<file path="src/rtl/uart_rx_stream_pkg.sv">
// Shared UART definitions: receive/transmit FSM encodings and bit-period helper.
package uart_rx_stream_pkg;

  typedef enum logic [2:0] {
    IDLE  = 3'd0,
    START = 3'd1,
    DATA  = 3'd2,
    STOP  = 3'd3,
    BREAK = 3'd4
  } uart_state_e;

  // Clocks per serial bit; integer division truncates toward the faster baud.
  function automatic int calc_div(input int clk_hz, input int sclk_hz);
    return clk_hz / sclk_hz;
  endfunction

endpackage

</file>
<file path="src/rtl/uart_rx_stream_if.sv">
// Byte stream handshake: the receiver drives data/valid, the consumer drives ready.
interface uart_rx_stream_if;
  logic [7:0] data;
  logic       valid;
  logic       ready;

  modport master (output data, output valid, input ready);
  modport slave  (input data, input valid, output ready);
endinterface

</file>
<file path="src/rtl/uart_rx_stream_sync_2ff.sv">
// Two-flop synchronizer with a configurable reset value.
module sync_2ff #(
  parameter int           W       = 1,
  parameter logic [W-1:0] RST_VAL = '1
) (
  input  logic         clk,
  input  logic         rst_n,
  input  logic [W-1:0] d_i,
  output logic [W-1:0] q_o
);
  logic [W-1:0] s1_q, s2_q;

  always_ff @(posedge clk or negedge rst_n) begin
    if (!rst_n) begin
      s1_q <= RST_VAL;
      s2_q <= RST_VAL;
    end else begin
      s1_q <= d_i;
      s2_q <= s1_q;
    end
  end

  assign q_o = s2_q;
endmodule

</file>
<file path="src/rtl/uart_rx_stream.sv">
// 8N1 UART receiver presenting bytes on a valid/ready stream, with start-glitch
// rejection, one-cycle framing-error pulse and sticky overrun.
module uart_rx_stream
  import uart_rx_stream_pkg::*;
#(
  parameter int CLK_HZ  = 50000000,
  parameter int SCLK_HZ = 115200
) (
  input  logic               clk,
  input  logic               reset,
  input  logic               uart_rxd,
  uart_rx_stream_if.master   rx,
  output logic               frame_err,
  output logic               overrun,
  input  logic               err_clear
);
  localparam int DIV = calc_div(CLK_HZ, SCLK_HZ);
  localparam int CW  = $clog2(DIV) + 1;
  localparam logic [CW-1:0] HALF = CW'(DIV / 2 - 1);
  localparam logic [CW-1:0] FULL = CW'(DIV - 1);

  logic          rxd_s, rxd_prev_q;
  uart_state_e   state_q, state_d;
  logic [CW-1:0] cnt_q, cnt_d;
  logic [2:0]    idx_q, idx_d;
  logic [7:0]    shift_q, shift_d, data_q, data_d;
  logic          valid_q, valid_d, fe_q, fe_d, ovr_q, ovr_d;
  logic          tick, ld, ovr_set;

  sync_2ff #(.W(1), .RST_VAL(1'b1)) u_sync (
    .clk   (clk),
    .rst_n (reset),
    .d_i   (uart_rxd),
    .q_o   (rxd_s)
  );

  always_ff @(posedge clk or negedge reset) begin
    if (!reset) begin
      rxd_prev_q <= 1'b1;
      state_q    <= IDLE;
      cnt_q      <= '0;
      idx_q      <= '0;
      shift_q    <= '0;
      data_q     <= '0;
      valid_q    <= 1'b0;
      fe_q       <= 1'b0;
      ovr_q      <= 1'b0;
    end else begin
      rxd_prev_q <= rxd_s;
      state_q    <= state_d;
      cnt_q      <= cnt_d;
      idx_q      <= idx_d;
      shift_q    <= shift_d;
      data_q     <= data_d;
      valid_q    <= valid_d;
      fe_q       <= fe_d;
      ovr_q      <= ovr_d;
    end
  end

  assign tick = (cnt_q == '0);

  always_comb begin
    state_d = state_q;
    cnt_d   = cnt_q;
    idx_d   = idx_q;
    shift_d = shift_q;
    data_d  = data_q;
    fe_d    = 1'b0;
    ld      = 1'b0;
    ovr_set = 1'b0;
    unique case (state_q)
      IDLE: if (!rxd_s && rxd_prev_q) begin
        cnt_d   = HALF;
        state_d = START;
      end
      START: begin
        if (!tick) cnt_d = cnt_q - 1'b1;
        else if (!rxd_s) begin
          cnt_d   = FULL;
          idx_d   = '0;
          state_d = DATA;
        end else state_d = IDLE;
      end
      DATA: begin
        if (!tick) cnt_d = cnt_q - 1'b1;
        else begin
          shift_d = {rxd_s, shift_q[7:1]};
          cnt_d   = FULL;
          idx_d   = idx_q + 3'd1;
          if (idx_q == 3'd7) state_d = STOP;
        end
      end
      STOP: begin
        if (!tick) cnt_d = cnt_q - 1'b1;
        else begin
          state_d = rxd_s ? IDLE : BREAK;
          if (!rxd_s) fe_d = 1'b1;
          else if (!valid_q || rx.ready) begin
            data_d = shift_q;
            ld     = 1'b1;
          end else ovr_set = 1'b1;
        end
      end
      BREAK: if (rxd_s) state_d = IDLE;
      default: state_d = IDLE;
    endcase
    // A byte loading in the same cycle as a transfer keeps valid high.
    valid_d = ld | (valid_q & ~rx.ready);
    ovr_d   = ovr_set | (ovr_q & ~err_clear);
  end

  assign rx.data   = data_q;
  assign rx.valid  = valid_q;
  assign frame_err = fe_q;
  assign overrun   = ovr_q;
endmodule
</file>
<file path="src/flat_wrapper.sv">
// flat-port wrapper written by rule: the top's interface ports become plain ports
module uart_rx_stream_flat import uart_rx_stream_pkg::*;
#(
  parameter int CLK_HZ  = 50000000,
  parameter int SCLK_HZ = 115200
)
  (clk, reset, uart_rxd, frame_err, overrun, err_clear, rx_data, rx_valid, rx_ready);
  uart_rx_stream_if rx_i ();
  input  logic clk;
  input  logic reset;
  input  logic uart_rxd;
  output logic frame_err;
  output logic overrun;
  input  logic err_clear;
  output wire logic [$bits(rx_i.data)-1:0] rx_data;
  output wire logic [$bits(rx_i.valid)-1:0] rx_valid;
  input wire logic [$bits(rx_i.ready)-1:0] rx_ready;
  assign rx_data = rx_i.data;
  assign rx_valid = rx_i.valid;
  assign rx_i.ready = rx_ready;
  uart_rx_stream #(.CLK_HZ(CLK_HZ), .SCLK_HZ(SCLK_HZ)) u_core (.clk(clk), .reset(reset), .uart_rxd(uart_rxd), .rx(rx_i), .frame_err(frame_err), .overrun(overrun), .err_clear(err_clear));
endmodule
</file>
<file path="config.mk">
export PLATFORM = sky130hd
export DESIGN_NAME = uart_rx_stream_flat
export DESIGN_NICKNAME = d
export VERILOG_FILES = /design/src/rtl/uart_rx_stream_pkg.sv /design/src/rtl/uart_rx_stream_if.sv /design/src/rtl/uart_rx_stream_sync_2ff.sv /design/src/rtl/uart_rx_stream.sv /design/src/flat_wrapper.sv
export SDC_FILE = /design/constraint.sdc
export NUM_CORES = 1
export LEC_CHECK = 0
export CAP_MARGIN = 25
export CORE_ASPECT_RATIO = 0.75
export CORE_MARGIN = 4
export CORE_UTILIZATION = 35
export CTS_BUF_LIST = sky130_fd_sc_hd__clkbuf_4 sky130_fd_sc_hd__clkbuf_8 sky130_fd_sc_hd__clkbuf_16
export CTS_CLUSTER_DIAMETER = 100
export CTS_CLUSTER_SIZE = 10
export DETAILED_ROUTE_END_ITERATION = 16
export SYNTH_ARGS = -nofsm -noshare
export SYNTH_HDL_FRONTEND = slang
export SYNTH_SLANG_ARGS = --single-unit
</file>
<file path="constraint.sdc">
create_clock -name clk -period 3.65 [get_ports clk]
set_input_delay 0.73 -clock clk [delete_from_list [all_inputs] [get_ports clk]]
set_output_delay 0.73 -clock clk [all_outputs]
set_load 0.02 [all_outputs]
</file>
=== After elaboration in Yosys (flattened, before gate mapping) ===
Cells that the tools add are included.

* RAM bits: 0
* Memories kept: 0
* Register bits after elaboration: 38
* Memory bits (read-only): 0
* Latch bits: 0
* Word-level logic and storage cells: 76

* Divide/modulo/power cells: 0
* Shift-type cells: 0
* Multipliers: 0
* Bitwise gates (word level): 6
* Reductions and logical operators: 13
* $lt $le $gt $ge: 0
* Equality and inequality tests: 14
* Multiplexer cells: 30
* Add/sub/neg operators: 2

{| class="wikitable"
|+ Operator list
! cell !! count
|-
| $mux 10 || 5
|-
| $pmux 10 s4 || 1
|-
| $mux 3 || 10
|-
| $pmux 3 s5 || 1
|-
| $reduce_and 4->1 || 3
|-
| $mux 1 || 11
|-
| $logic_not 10->1 || 1
|-
| $ne 2x1->1 const B || 5
|-
| $sub 10x1->10 const B || 1
|-
| $eq 3x2->1 const B || 2
|-
| $eq 3x3->1 const B || 2
|-
| $ne 2x2->1 const B || 3
|-
| $pmux 3 s2 || 1
|-
| $reduce_and 6->1 || 1
|-
| $reduce_bool 4->1 || 1
|-
| $add 3x1->3 const B || 1
|-
| $eq 3x1->1 const B || 1
|-
| $logic_not 3->1 || 1
|-
| $ne 3x3->1 const B || 1
|-
| $and 1x1->1 || 2
|-
| $logic_not 1->1 || 2
|-
| $mux 2 || 1
|-
| $not 1->1 || 2
|-
| $or 1x1->1 || 2
|-
| 4 further kinds || 4
|}

=== Logic depth before layout (Yosys ltp) ===
* Depth in word-level cells: 7
* Mapped depth: 8

=== By module ===
A second synthesis with hierarchy kept.

* Cell total of the unflattened synthesis: 151
* Area, all modules: 1786.7 um2

{| class="wikitable"
|+ Modules (own cells, without submodules)
! module !! seq. area each (um2) !! area each (um2) !! instances !! cells each
|-
| uart_rx_stream || 902.1 || 1734.2 || 1 || 149
|-
| sync_2ff || 52.6 || 52.6 || 1 || 2
|}

=== Worst setup path before layout ===
OpenSTA, ideal clock, no wires.

* Path type: register to register
* Start: reg u_core.cnt_q[0]
* End: reg u_core.shift_q[0]
* Stages on the path, launching flop included: 9
* Required time: 3.533 ns
* Setup time: 0.117 ns
* Setup slack: 1.643 ns
* Arrival: 1.890 ns
* Buffers on the path: 1
* Period minus slack after synthesis: 2.007 ns
* Cells stage by stage: dfrtp_1 > inv_1 > ha_1 > nor3b_1 > nand3_2 > or3_1 > buf_2 > nand2_1 > nand2_1

* Word-level cells in the longest chain between the ends: 2

{| class="wikitable"
|+ RTL lines
! item !! line !! source
|-
| start: declaration || uart_rx_stream.sv:24 || <nowiki>logic [CW-1:0] cnt_q, cnt_d;</nowiki>
|-
| start signal: assignment || uart_rx_stream.sv:51 || <nowiki>cnt_q <= cnt_d;</nowiki>
|-
| $logic_not 10->1 || uart_rx_stream.sv:61 || <nowiki>assign tick = (cnt_q == '0);</nowiki>
|-
| $reduce_and 2->1 (no line) || - ||
|-
| end signal: assignment || uart_rx_stream.sv:53 || <nowiki>shift_q <= shift_d;</nowiki>
|-
| end: declaration || uart_rx_stream.sv:26 || <nowiki>logic [7:0] shift_q, shift_d, data_q, data_d;</nowiki>
|}

No other way between the ends.
A chain may end at the register's enable or synchronous reset.

=== Worst setup path in the final report ===
* Start: reg u_core.cnt_q[0]
* End: reg u_core.shift_q[6]

Same word-level chain as after synthesis.

==> impl_metrics.yaml <==
yosys:
  synth_fp_nets: 185
  synth_top_family_by_area: "simple AND/OR/NAND/NOR gates"
  async_flop_share_pct: 100.0
  synth_edf_count: 0
  ys_types: 48
  synth-compound-area-share_pct: 14.62
  yosysWarnings: 0
  ys_seq_elements: 38
  synthMuxAreaShare_pct: 5.464
  synthCells: 177
  syn_area_per_cell_um2: 10.35
  synthSimpleGateAreaFrac_pct: 23.02
  synth-main-ff-cell: "dfrtp_1"
  synth_xor_area_share_pct: 0.4781
  ys_seq_area_share_pct: 52.12
  syn_area_um2: 1832
  synth_fa_ha_area_share_pct: 2.049
worst_hold_path:
  worstHoldPathType: "flip-flop to flip-flop"
cts:
  hold_buffers: 0
  cts_sinks: 38
  post_cts_buffers: 0
  post_cts_resized: 0
  cts_buffer_depth: 2
  cts-root-buf: "clkbuf_8"
  clk_latency_ps: 280
  cts_tree: "yes"
  h-tree-depth: 2
  cts_buffers: 5
  clk_pin_slew_worst_paths_ps: 70
setup_path:
  crit_type: "flip-flop to flip-flop"
  cpMostUsedCell: "nand2_1"
  slowest_stage: "or3_1"
  path_cells: "inv_1 > ha_1 > nor3b_1 > nand3_2 > or3_1 > nand2_1 > nand2_1"
  crit_path_start_kind: "flip-flop"
  worstPathRequired_ps: 3820
  cp_max_fo: 9
  cpPeakStageDelay_ps: 590
  end_kind: "flip-flop"
  worstPathArrival_ps: 2600
job:
  cap_violations: 0
sta:
  hold_viol_final: 0
  clock.fmax_mhz: 411.8
  slew_violations: 0
  rsz0062_at_grt: "no"
  min_period_ps: 2428
  fin_hold_ws_ps: 357.0
  tightest_slew_ps: 839.7
  final.setup.tns_ps: 0
  setup_violations: 0
  min_period_over_period_pct: 66.52
  slew-limit-headroom_pct: 44.02
  fin_skew_ps: 4.042
placed_design:
  finalWeightedCongestion: 0.9158
  dp_cells: 259
  portBuffers: 15
  dp_hpwl_mm: 2.559
die:
  die_h_um: 70.65
  ioPinCount: 16
  design.core.area_um2: 4982
  dieWidth_um: 91.54
  dieArea_um2: 6467
  rows: 22
  start_util_pct: 36.77
drt:
  drt_iter0_drc: 123
  route.detailed.wl_per_inst_um: 13.13
  wirelength_mm: 3.505
  wl_met1_mm: 1.890
  drtPass1Iterations: 4
  vias_per_cell: 4.944
  routed.top_layer: "met4"
  met2_length_mm: 1.407
  via_count: 1320
  ant_nets: 0
  drc: 0
  met3WireLength_um: 147
global_routing:
  grt.overflow.total: 0
  antenna_found_initial: 0
  grt_pass1_wl_mm: 6.210
  grt_max_degree: 39
  grt_usage_pct: 11.91
  first_global_vias: 1290
power_and_ir_drop:
  ir_drop_mv: 0.1305
  power_density_nw_per_um2: 479.2
  leakagePower_nw: 0.9810
finish:
  drive_gt1_share_pct: 15.90
  finalNonFillerCells: 267
  num_antenna_cells: 0
  fillers: 464
  syn2layout_area_growth_pct: 16.80
  final_nets: 202
  utilization_pct: 42.94
run_status:
  status: "finished clean"
[synthesized netlist by cell type (2+ instances only)]
master,instances,area share (%)
o21bai_1,3,1.2
nor3_4,2,1.8
dfstp_2,3,4.3
nor2_1,10,2.0
nand3_1,3,0.82
o21ai_0,7,1.9
a21oi_1,7,1.9
nor3b_1,2,0.82
a22o_1,3,1.4
or2_2,2,0.68
dfrtp_1,35,48
o31ai_1,3,1.2
inv_1,5,1.0
nand2_1,34,7.0
nor3_1,6,1.6
ha_1,3,2.0
mux2_2,8,4.9
nand2b_1,6,2.0
buf_2,3,0.82
or3_1,4,1.4
[registers in the layout, summed over array words and instances (netlist names)]
signal and count:
u_core.frame_err 1, u_core.u_sync.s1_q 1, u_core.shift_q 8, u_core.state_q 3
u_core.cnt_q 10, u_core.idx_q 3, u_core.overrun 1, u_core.rxd_prev_q 1
u_core.u_sync.q_o 1, u_core.rx.valid 1, u_core.rx.data 8
[final timing paths]
path	from	end	slack, ps	cells after the start
max	u_core.cnt_q[0]	u_core.shift_q[6]	1220	7
min	u_core.u_sync.s1_q	u_core.u_sync.q_o	360	0
max reg2reg	u_core.cnt_q[0]	u_core.shift_q[6]	1220	7
min reg2reg	u_core.u_sync.s1_q	u_core.u_sync.q_o	360	0
max in group asynchronous	reset	u_core.rx.data[0]	2570	1
min in group asynchronous	reset	u_core.cnt_q[9]	550	1
[power by group]
part / switching (W) / internal (W)
clock network: 0.000135 / 0.000160
logic: 0.000105 / 0.0000878
registers: 0.0000673 / 0.000470
[layout by cell type, fill, tap and decap left out, types with 2 or more instances in the layout]
| cell | count |
|---|---|
| dfrtp_1 | 35 |
| nand2_1 | 34 |
| clkdlybuf4s50_1 | 14 |
| nor2_1 | 10 |
| mux2_2 | 8 |
| o21ai_0 | 7 |
| a21oi_1 | 7 |
| nand2b_1 | 6 |
| nor3_1 | 6 |
| clkbuf_8 | 6 |
| inv_1 | 5 |
| or3_1 | 4 |
| nand3_1 | 3 |
| a22o_1 | 3 |
| o31ai_1 | 3 |
| o21bai_1 | 3 |
| ha_1 | 3 |
| dfstp_2 | 3 |
| nor3b_1 | 2 |
| nor3_4 | 2 |
| or2_2 | 2 |
[cells by family after synthesis]
kind of cell | count (synthesis)
XOR/XNOR | 1
buffers and inverters | 10
adder cells (fa/ha/maj) | 3
AND/OR/NAND/NOR | 78
AO/OA/AOI/OAI | 38
multiplexers | 9
flip-flops | 38
[metrics by stage]
step                power (W)  worst slack [ps]  cell area, µm²
finish               0.001025              1222            2140
global route         0.001095              1069            2140
CTS                  0.001042              1259            2140
detailed placement  0.0007384              1270            2044
global placement    0.0007391              1157            2044
floorplan           0.0006779              1643            1832
[critical path: cells and delay by family, from the launching register on]
kind	cells	cell delay [ps]
adder cells (fa/ha/maj)	1	240
AND/OR/NAND/NOR	5	1590
flip-flops	1	410
buffers and inverters	1	90
[area by class of cell]
class | instances | area, µm² | area share [%]
multi-input combinational | 129 | 835.8 | 39.06
inverter | 5 | 18.77 | 0.8772
clock buffer | 7 | 90.09 | 4.211
clock inverter | 1 | 5.005 | 0.2339
timing repair buffer | 15 | 145.1 | 6.784
sequential | 38 | 954.7 | 44.62
tap | 72 | 90.09 | 4.211
[per-layer routing]
layer / vias to the layer above / global-route usage (%)
li1: 659 / -
met3: 7 / 3.294
met1: 627 / 18.61
met5: - / 0
met2: 27 / 15.30
met4: 0 / 4.348
Power figures use the tool's default switching activity.
